--- config.mk ---
export PLATFORM = sky130hd
export DESIGN_NAME = ne_change_monitor
export DESIGN_NICKNAME = d
export VERILOG_FILES = /design/src/rtl/ne_change_monitor.sv
export SDC_FILE = /design/constraint.sdc
export NUM_CORES = 1
export LEC_CHECK = 0
export BUFFER_PORTS_ARGS = -buffer_cell sky130_fd_sc_hd__buf_2
export CAP_MARGIN = 15
export CORE_MARGIN = 4
export CORE_UTILIZATION = 40
export CTS_CLUSTER_SIZE = 12
export DETAILED_ROUTE_END_ITERATION = 8
export PLACE_DENSITY_LB_ADDON = 0.2
export SYNTH_ARGS = -nofsm -noshare
export SYNTH_HDL_FRONTEND = slang
export SYNTH_SLANG_ARGS = --single-unit
export TNS_END_PERCENT = 30
--- constraint.sdc ---
create_clock -name CLK -period 2 [get_ports CLK]
set_input_delay 0.4 -clock CLK [delete_from_list [all_inputs] [get_ports CLK]]
set_output_delay 0.4 -clock CLK [all_outputs]
set_load 0.02 [all_outputs]
--- src/rtl/ne_change_monitor.sv ---
// Qualifies an 8-bit sample stream and commits a new reference word once a candidate is stable.
// Optional sticky commit interrupt (irq/irq_clr) is enabled by defining NE_CHANGE_MONITOR_IRQ_EN.
module ne_change_monitor #(
  parameter int WIDTH         = 8,
  parameter int STABLE_CYCLES = 2,
  parameter int CNT_WIDTH     = 8
) (
  input  logic                 CLK,
  input  logic                 RESET,
  input  logic                 arm,
  input  logic                 clr_count,
  input  logic                 in_valid,
  output logic                 in_ready,
  input  logic [WIDTH-1:0]     in_data,
  output logic [WIDTH-1:0]     ref_out,
  output logic                 change_pulse,
  output logic [WIDTH-1:0]     change_data,
  output logic [CNT_WIDTH-1:0] change_count,
  output logic                 tracking,
`ifdef NE_CHANGE_MONITOR_IRQ_EN
  input  logic                 irq_clr,
  output logic                 irq,
`endif
  output logic [2:0]           state_dbg
);

  typedef enum logic [2:0] {
    IDLE   = 3'd0,
    LOAD   = 3'd1,
    TRACK  = 3'd2,
    QUAL   = 3'd3,
    COMMIT = 3'd4
  } state_e;

  localparam logic [3:0]           STABLE_N = 4'(STABLE_CYCLES);
  localparam logic [CNT_WIDTH-1:0] CNT_MAX  = {CNT_WIDTH{1'b1}};

  state_e               state_q, state_d;
  logic [WIDTH-1:0]     ref_q, ref_d;
  logic [WIDTH-1:0]     cand_q, cand_d;
  logic [3:0]           qual_q, qual_d;
  logic [CNT_WIDTH-1:0] count_q, count_d;
  logic                 pulse_q, pulse_d;
  logic [WIDTH-1:0]     cdata_q, cdata_d;
  logic                 commit;
  logic                 xfer;
  logic [3:0]           qual_inc;

  // Handshake: a sample transfers when in_valid && in_ready at a rising CLK edge;
  // in_ready depends only on the state register and drops solely for the COMMIT cycle.
  assign in_ready = (state_q != COMMIT);
  assign tracking = (state_q == TRACK) || (state_q == QUAL);
  assign xfer     = in_valid && in_ready;
  assign qual_inc = qual_q + 4'd1;

  always_comb begin
    state_d = state_q;
    ref_d   = ref_q;
    cand_d  = cand_q;
    qual_d  = qual_q;
    count_d = count_q;
    pulse_d = 1'b0;
    cdata_d = '0;
    commit  = 1'b0;
    case (state_q)
      IDLE: begin
        if (arm) state_d = LOAD;
      end
      LOAD: begin
        if (!arm) begin
          state_d = IDLE;
          qual_d  = 4'd0;
        end else if (xfer) begin
          ref_d   = in_data;
          state_d = TRACK;
        end
      end
      TRACK: begin
        if (!arm) begin
          state_d = IDLE;
          qual_d  = 4'd0;
        end else if (xfer && (in_data != ref_q)) begin
          cand_d = in_data;
          qual_d = 4'd1;
          if (STABLE_N == 4'd1) commit = 1'b1;
          else state_d = QUAL;
        end
      end
      QUAL: begin
        if (!arm) begin
          state_d = IDLE;
          qual_d  = 4'd0;
        end else if (xfer) begin
          if (in_data == cand_q) begin
            qual_d = qual_inc;
            if (qual_inc == STABLE_N) commit = 1'b1;
          end else if (in_data == ref_q) begin
            // Sample fell back to the reference: treat the excursion as a glitch.
            state_d = TRACK;
            qual_d  = 4'd0;
          end else begin
            cand_d = in_data;
            qual_d = 4'd1;
            if (STABLE_N == 4'd1) commit = 1'b1;
          end
        end
      end
      COMMIT: begin
        state_d = arm ? TRACK : IDLE;
        qual_d  = 4'd0;
      end
      default: state_d = IDLE;
    endcase
    // cand_d covers the single-sample case where the candidate is captured on the commit edge.
    if (commit) begin
      state_d = COMMIT;
      ref_d   = cand_d;
      pulse_d = 1'b1;
      cdata_d = cand_d;
      if (count_q != CNT_MAX) count_d = count_q + CNT_WIDTH'(1);
    end
    if (clr_count) count_d = '0;
  end

  always_ff @(posedge CLK or posedge RESET) begin
    if (RESET) begin
      state_q <= IDLE;
      ref_q   <= '0;
      cand_q  <= '0;
      qual_q  <= 4'd0;
      count_q <= '0;
      pulse_q <= 1'b0;
      cdata_q <= '0;
    end else begin
      state_q <= state_d;
      ref_q   <= ref_d;
      cand_q  <= cand_d;
      qual_q  <= qual_d;
      count_q <= count_d;
      pulse_q <= pulse_d;
      cdata_q <= cdata_d;
    end
  end

`ifdef NE_CHANGE_MONITOR_IRQ_EN
  logic irq_q;
  always_ff @(posedge CLK or posedge RESET) begin
    if (RESET) irq_q <= 1'b0;
    else if (commit) irq_q <= 1'b1;
    else if (irq_clr) irq_q <= 1'b0;
  end
  assign irq = irq_q;
`endif

  assign ref_out      = ref_q;
  assign change_pulse = pulse_q;
  assign change_data  = cdata_q;
  assign change_count = count_q;
  assign state_dbg    = state_q;

endmodule

Word-level counts from Yosys, hierarchy flattened
Index checks and enable logic that the tools add are counted.
- register bits after elaboration: 40
- input bits: 13
- output and inout bits: 30
- word-level logic and storage cells: 83
- $add $sub $neg: 2
- equal/unequal tests: 19
- multiplexer cells: 41
- reduce and logical (&&, ||, !) cells: 14
- operator list (kind ; count):
    2-to-1 mux 8 bit ; 14
    2-to-1 mux 3 bit ; 10
    2-to-1 mux 4 bit ; 6
    == test 8 bit ; 2
    one-hot mux 4 bit (4 select lines) ; 1
    one-hot mux 8 bit (2 select lines) ; 1
    one-hot mux 3 bit (5 select lines) ; 1
    != test 4 bit, second input constant ; 3
    nonzero test 2 bit ; 5
    != test 3 bit, second input constant ; 3
    adder 8 x 1 -> 8 bit, second input constant ; 1
    != test 4 x 3 -> 1 bit, second input constant ; 2
    != test 8 bit ; 1
    != test 8 bit, second input constant ; 1
    2-to-1 mux 1 bit ; 7
    == test 3 x 2 -> 1 bit, second input constant ; 2
    AND reduction 6 bit ; 1
    adder 4 x 1 -> 4 bit, second input constant ; 1
    == test 4 x 2 -> 1 bit, second input constant ; 1
    AND reduction 4 bit ; 1
    nonzero test 4 bit ; 1
    == test 3 x 1 -> 1 bit, second input constant ; 1
    == test 3 bit, second input constant ; 1
    logical NOT 3 bit ; 1
    other kinds (7) ; 8

Depth between registers and ports, before layout
Gate-level depths: netlist of run 1.
- word-level depth: 9
- depth in mapped cells: 8

Worst setup path after synthesis of run 1
No wires, ideal clock.
- path kind: register to register
- from: register state_q[1] (netlist: state_dbg[1])
- to: register qual_q[2]
- library setup time: 0.064 ns
- arrival: 1.975 ns
- required time: 1.936 ns
- slack: -0.039 ns
- cell stages (with the launch flop): 7
- path buffers: 0
- path through: dfrtp_1 inv_1 nor2_1 nand2_1 o21a_2 or4b_1 a21bo_1
- word-level cells in the longest chain between the ends: 5
- elaborated cells on any way between the ends: 13
- classes of those cells: 8 x eq/ne; 1 x mux; 4 x reduce/logical
- ends and longest elaborated chain (what ; line ; RTL):
    from (decl) ; 38 ; state_e state_q, state_d;
    from (signal assigned) ; 135 ; state_q <= state_d;
    != test 3 bit ; 51 ; assign in_ready = (state_q != COMMIT);
    logical AND 1 bit ; 53 ; assign xfer = in_valid && in_ready;
    logical AND 1 bit ; 82 ; end else if (xfer && (in_data != ref_q)) begin
    != test 3 x 2 -> 1 bit (no source line) ; -- ;
    AND reduction 4 bit (no source line) ; -- ;
    to (signal assigned) ; 138 ; qual_q <= qual_d;
    to (decl) ; 41 ; logic [3:0] qual_q, qual_d;
Several ways; a longest one is shown, not always the timed one.
A chain may end at the register's enable or synchronous reset.

Worst setup path after layout of run 1
- from: register qual_q[0]
- to: register count_q[5] (netlist: change_count[5])
- word-level cells in the longest chain between the ends: 9
- ends and longest elaborated chain (what ; line ; RTL):
    adder 4 x 1 -> 4 bit ; 54 ; assign qual_inc = qual_q + 4'd1;
    == test 4 x 2 -> 1 bit ; 96 ; if (qual_inc == STABLE_N) commit = 1'b1;
    2-to-1 mux 1 bit ; 96 ;
    2-to-1 mux 1 bit ; 94 ; if (in_data == cand_q) begin
    2-to-1 mux 1 bit ; 93 ; end else if (xfer) begin
    2-to-1 mux 1 bit ; 90 ; if (!arm) begin
    2-to-1 mux 1 bit ; 65 ; case (state_q)
    nonzero test 2 bit (no source line) ; -- ;
    AND reduction 2 bit (no source line) ; -- ;
    to (signal assigned) ; 139 ; count_q <= count_d;
    to (decl) ; 42 ; logic [CNT_WIDTH-1:0] count_q, count_d;
Every way passes these cells.

==> reports/metrics.csv, run 1 <==
metric,value,unit
status,"complete, no violations",
cts_sinks,40,
syn2layout_area_growth,31.24,%
clk_latency,0.29,ns
grt_antenna_before_repair,0,
synth_area_leader_cell,dfrtp_1,
place.gp.congestion,0.7334,
drive_gt1_share,41.57,%
overflow,0,
fin_skew,0.002875,ns
io_pins,43,
vias,1703,
synth_top_area_share,47.51,%
drt_iter0_markers,76,
slew_headroom,60.80,%
synth_fa_ha_area_share,1.781,%
drt-total-wl,4796,µm
cap_violations,0,
via_per_inst,5.053,
htreeDepth,2,
ff_latch_area,1001,µm²
yosys_register_bits,40,
worstPathArrival,2.15,ns
ys_seq_area_share,47.51,%
postSynthNetCount,208,
cts_tree,built,
setup_violations,0,
drc,0,
crit_fanout,5,
cts_root_buffer,clkbuf_8,
netlist_instances,192,
hold-worst-slack,0.2183,ns
max_stage_delay,0.39,ns
leakage,1.373,nW
fin_cells,337,
slowest_stage,dfrtp_1,
grt_max_degree,41,
wl_met2,2258,µm
final_cell_mix,"43 x buf_2, 40 x dfrtp_1, 24 x buf_4",
synth_xor_area_share,7.067,%
critPathCaptureType,register,
slew_viol_final,0,
synth-compound-area-share,14.96,%
r2r-start,qual_q[0],
coreArea,5107,µm²
numCtsBuffers,5,
synth_warnings,0,
dp_hpwl,3507,µm
reg2reg_setup_slack,0.07,ns
ys_types,46,
critPathKind,reg -> reg,
die_y,80.58,µm
synth_mux_area_share,5.998,%
cts_buffer_depth,2,
highest_layer,met4,
start_kind,register,
ant_nets,0,
die-area,6492,µm²
synth_simple_gate_area_share,20.37,%
multi_input_area,1114,µm²
worstHoldPathType,in -> async,
cp_cell_sequence,ha_2 > nor2_1 > a21oi_2 > o22ai_2 > nand4_1 > buf_6 > or3_4 > a21oi_2,
rr_endpoint,change_count[5],
grt_setup_unrepaired,true,
rr_worst_depth,8,
fin_crit,1.933,ns
route.met3.wl,162,µm
start_util,41.25,%
num_rows,26,
nFillCells,496,
path_buf_inv,1,
timing.fmax,0.5175,GHz
track_usage,16.20,%
syn_avg_cell_area,10.97,µm²
synth_area,2107,µm²
netlist_top_cells_area,"dfrtp_1 48%, xnor2_1 7.1%, mux2_4 5.0%",
die_x,80.58,µm
port-buffer-count,42,
fin_util,54.14,%
ir_drop,0.0004541,V
synth_top_family_by_area,simple AND/OR/NAND/NOR gates,
nets,282,
critical-path-top-delay-family,simple AND/OR/NAND/NOR gates,
wl_per_cell,14.23,µm
grt_pass1_vias,1701,
final_common_cell,buf_2,
cellPowerDensity,746.6,nW/µm²
hold_viol,0,
grt_pass1_wl,8211,µm
diodes,0,
fin_crit_sh,96.63,%
wl_met1,2322,µm
tightest_slew,0.5848,ns
cts.reportedPaths.clkPinSlew,0.07,ns
dp.cells,326,
drtPass1Iterations,4,
cp_common_cell,a21oi_2,
cp.required,2.22,ns
==> Yosys cell counts (all sizes together) <==
master / n
inv: 5
or4: 2
nor2: 7
and4: 2
nand3b: 1
dfrtp: 40
a21bo: 1
o22ai: 1
nand4b: 1
or4b: 1
mux2: 8
o31ai: 1
or2: 1
o21bai: 1
buf: 3
o21ai: 9
a31oi: 1
a21oi: 7
clkinv: 1
o21a: 1
a21o: 7
a211oi: 1
a311oi: 1
nand2b: 1
o211ai: 1
and2: 10
o21ba: 1
a22o: 7
or3: 5
mux2i: 1
nand3: 10
clkbuf: 1
xnor2: 17
nand2: 12
a211o: 4
nor2b: 1
nor3: 2
ha: 3
nand4: 5
and3: 8
==> kinds of logic (layout without fill, tap and decap cells) <==
family | Yosys count | in the layout
simple gates | 69 | 69
compound gates | 44 | 44
flops | 40 | 40
xor+xnor | 17 | 17
buf+inv | 10 | 85
mux | 9 | 9
fa+ha+maj | 3 | 3
==> through the flow <==
| step | setup TNS, ns | setup slack, ns | area, µm² | total power [mW] |
|---|---|---|---|---|
| finish | 0 | 0.06747 | 2765 | 2.064 |
| global placement | -0.1835 | -0.07437 | 2590 | 1.527 |
| detailed placement | -0.3540 | -0.1131 | 2590 | 1.530 |
| CTS | 0 | 0.006801 | 2681 | 2.089 |
| global route | -0.1795 | -0.03432 | 2765 | 2.191 |
| floorplan | 0 | 0.04295 | 2110 | 1.359 |
==> registers in the layout (all words and copies together) (netlist names) <==
register      flops
cand_q            8
change_count      8
change_data       8
ref_out           8
qual_q            4
state_dbg         3
change_pulse      1
==> worst max path at each step <==
stage            startpoint              end  slack, ns  cells past startpoint
2_1_floorplan  state_dbg[1]       ref_out[2]       0.04                      7
3_3_place_gp     in_data[1]       ref_out[2]      -0.07                      7
3_5_place_dp     in_data[0]       ref_out[2]      -0.11                      7
4_1_cts           qual_q[0]       ref_out[2]      0.007                      7
5_1_grt           qual_q[0]  change_count[4]      -0.03                      8
6_report          qual_q[0]  change_count[5]       0.07                      8
==> layout make-up <==
cell class                      count  share of cell area (%)
Sequential cell                    40                   36.20
Tap cell                           70                   3.167
Multi-Input combinational cell    142                   40.27
Clock buffer                        8                   3.258
Inverter                            6                  0.8597
Timing Repair Buffer               71                   16.24
==> what timing repair did <==
| action | CTS | global route |
|---|---|---|
| gates cloned | 0 | 1 |
| pin swaps | 0 | 14 |
| hold buffers | 0 | 0 |
| setup endpoints to repair | 4 | 20 |
| hold endpoints to repair | 0 | 0 |
| buffers inserted | 0 | 2 |
| resized for setup | 1 | 22 |
==> where the power goes <==
group          internal, mW  total, mW  switching (mW)
logic                 0.255      0.513           0.258
registers             0.908       1.00          0.0947
clock network         0.281      0.549           0.267
==> routing by layer <==
layer	vias up	track usage, %
met5	-	0
met4	0	5.068
met3	5	3.587
met2	32	25.17
met1	819	22.42
li1	847	-
==> tightest hold or removal path, stage by stage <==
cell   delay (ns)
buf_2        0.09
inv_1        0.04
buf_4        0.42
No activity file was read; power rests on OpenSTA's default activity.
==> run 2, diff against run 1 <==
Settings changed: ABC_AREA set to 1.
==> run 2 against run 1 <==
  * Core utilization decreased by 4.7 points
  * Sequential share of layout area decreased by 4.5 points
  * Setup slack improved by 0.11 ns
  * Critical path type unchanged
  * Routed wire length increased by 29%
  * Sequential power increased by 22%
  * Die area increased by 23%
  * Sequential cell count unchanged
==> reports/metrics.csv, run 2 <==
metric,value,unit,change
status,"complete, no violations",,
hold-worst-slack,0.2160,ns,-0.002290 ns
max_stage_delay,0.42,ns,+0.03 ns
io_pins,43,,unchanged
hold_viol,0,,unchanged
fin_cells,520,,+54%
netlist_instances,384,,+100%
synth_xor_area_share,4.282,%,-2.8 points
die_y,89.53,µm,+11%
drt-total-wl,6198,µm,+29%
synth_commonest_cells,"131 x nand2_1, 49 x inv_1, 44 x nand3_1",,
drtPass1Iterations,4,,unchanged
grt_pass1_vias,2332,,+37%
leakage,1.767,nW,+29%
dp.cells,507,,+56%
synth_warnings,0,,unchanged
port-buffer-count,42,,unchanged
start_kind,register,,
fin_ws,0.1807,ns,+0.1132 ns
cts_sinks,40,,unchanged
nets,458,,+62%
via_per_inst,4.813,,-4.7%
place.gp.congestion,0.8174,,+11%
tightest_slew,0.5134,ns,-0.07145 ns
fin_crit,1.819,ns,-0.1132 ns
coreArea,6386,µm²,+25%
yosys_register_bits,40,,unchanged
start_util,41.63,%,+0.38 points
syn2layout_area_growth,18.73,%,
diodes,0,,unchanged
die_x,89.53,µm,+11%
grt_pass1_wl,10610,µm,+29%
die-area,8016,µm²,+23%
ff_latch_area,1001,µm²,unchanged
numCtsBuffers,5,,unchanged
slowest_stage,dfrtp_1,,
synth_area,2659,µm²,+26%
final_cell_mix,"131 x nand2_1, 49 x inv_1, 44 x nand3_1",,
multi_input_area,1388,µm²,+25%
worstPathArrival,2.05,ns,-0.10 ns
pre_cts_slack,0.1129,ns,+0.2260 ns
cts_root_buffer,clkbuf_8,,
grt_max_degree,41,,unchanged
wl_per_cell,11.92,µm,-16%
synth_edf_count,0,,unchanged
async_flop_share,100.0,%,unchanged
cp.required,2.23,ns,about the same
cellPowerDensity,1085,nW/µm²,+45%
post-cts-setup-buffer-count,0,,unchanged
synth_simple_gate_area_share,38.54,%,+18 points
drc,0,,unchanged
synth_top_family_by_area,simple AND/OR/NAND/NOR gates,,
cts_hold_buf,0,,unchanged
cap_violations,0,,unchanged
critPathKind,reg -> reg,,
drive_gt1_share,22.57,%,-19 points
nFillCells,680,,+37%
dp_hpwl,4703,µm,+34%
cts_buffer_depth,2,,unchanged
track_usage,16.97,%,+0.77 points
htreeDepth,2,,unchanged
crit_fanout,16,,+11
grt_antenna_before_repair,0,,unchanged
fin_skew,0.005409,ns,+0.002534 ns
synth_most_common_cell,nand2_1,,
synthFlopType,dfrtp_1,,
ant_nets,0,,unchanged
cp_cell_sequence,ha_1 > xor2_1 > nor2_1 > nand4_2 > nor2_4 > o21ai_4 > buf_12 > buf_4 > o21ai_2,,
drt_iter0_markers,129,,+70%
vias,2503,,+47%
clk_latency,0.29,ns,about the same
ir_drop,0.0006096,V,+34%
setup_violations,0,,unchanged
ys_types,29,,-37%
overflow,0,,unchanged
timing.fmax,0.5497,GHz,+6.2%
synth_area_leader_cell,dfrtp_1,,
grt_setup_unrepaired,false,,
synth_top_area_share,37.65,%,-9.9 points
num_rows,29,,+12%
critPathCaptureType,register,,
p_total,3.424,mW,+66%
syn_avg_cell_area,6.924,µm²,-37%
fin_crit_sh,90.97,%,-5.7 points
ys_seq_area_share,37.65,%,-9.9 points
synth_mux_area_share,0,%,-6.0 points
cts_tree,built,,
final_common_cell,nand2_1,,
synth-compound-area-share,7.953,%,-7.0 points
fin_tns_setup,0,ns,unchanged
cts.reportedPaths.clkPinSlew,0.08,ns,about the same
synth_fa_ha_area_share,1.412,%,-0.37 points
postSynthNetCount,400,,+92%
slew_viol_final,0,,unchanged
cts_repair_resize_count,0,,-1
netlist_top_cells_area,"dfrtp_1 38%, nand2_1 18%, nand3_1 8.3%",,
slew_headroom,65.77,%,+5.0 points
worstHoldPathType,in -> async,,
-- run 2: worst max-delay path, delay by kind of cell (launching register included) --
kind	cells	cell delay, ns
flops	1	0.42
buf+inv	2	0.28
compound gates	2	0.19
fa+ha+maj	1	0.22
xor+xnor	1	0.17
simple gates	3	0.47
-- run 2: layout make-up --
cell class | instances | area share (%)
multi-input cells | 279 | 43.96
flip-flops and latches | 40 | 31.71
repair buffers | 58 | 10.86
inverters | 58 | 6.897
well taps | 77 | 3.052
clock buffers | 5 | 2.180
clock inverters | 3 | 1.348
-- run 2: logic make-up (layout without fill, tap and decap cells) --
kind of cell	Yosys count	count (layout)
and+or+nand+nor	229	229
adders and majority gates	3	3
buffers and inverters	65	124
AOI/OAI and AO/OA	34	34
xor gates and xnor gates	13	13
DFF	40	40
-- run 2: stage by stage --
stage / utilization [%] / instance area, µm²
after floorplan: - / 2659
after global placement: 46.90 / 2995
after detailed placement: 46.90 / 2995
after CTS: 48.65 / 3107
after global routing: 49.43 / 3157
final: 49.43 / 3157
-- run 2: routing by layer --
layer	routed length (µm)	global-route usage [%]	vias to the layer above
li1	-	-	1320
met1	2997	22.87	1135
met2	2899	28.27	46
met3	275	2.857	2
met4	25	4.330	0
met5	0	0	-
-- run 2: worst paths after layout --
check,startpoint,to,slack [ns],cells past startpoint
max,qual_q[0],ref_out[2],0.18,9
min,RESET,cand_q[4],0.22,3
max reg2reg,qual_q[0],ref_out[2],0.18,9
min reg2reg,change_count[1],change_count[1],0.53,2
max in group asynchronous,RESET,change_data[3],1.42,3
min in group CLK,clr_count,change_count[7],0.38,4
-- run 2: power by group --
group          internal [mW]  switching, mW  total [mW]  leakage (nW)
combinational          0.598          0.940        1.54          1.18
clock                  0.369          0.299       0.668        0.0541
sequential             0.996          0.222        1.22         0.532
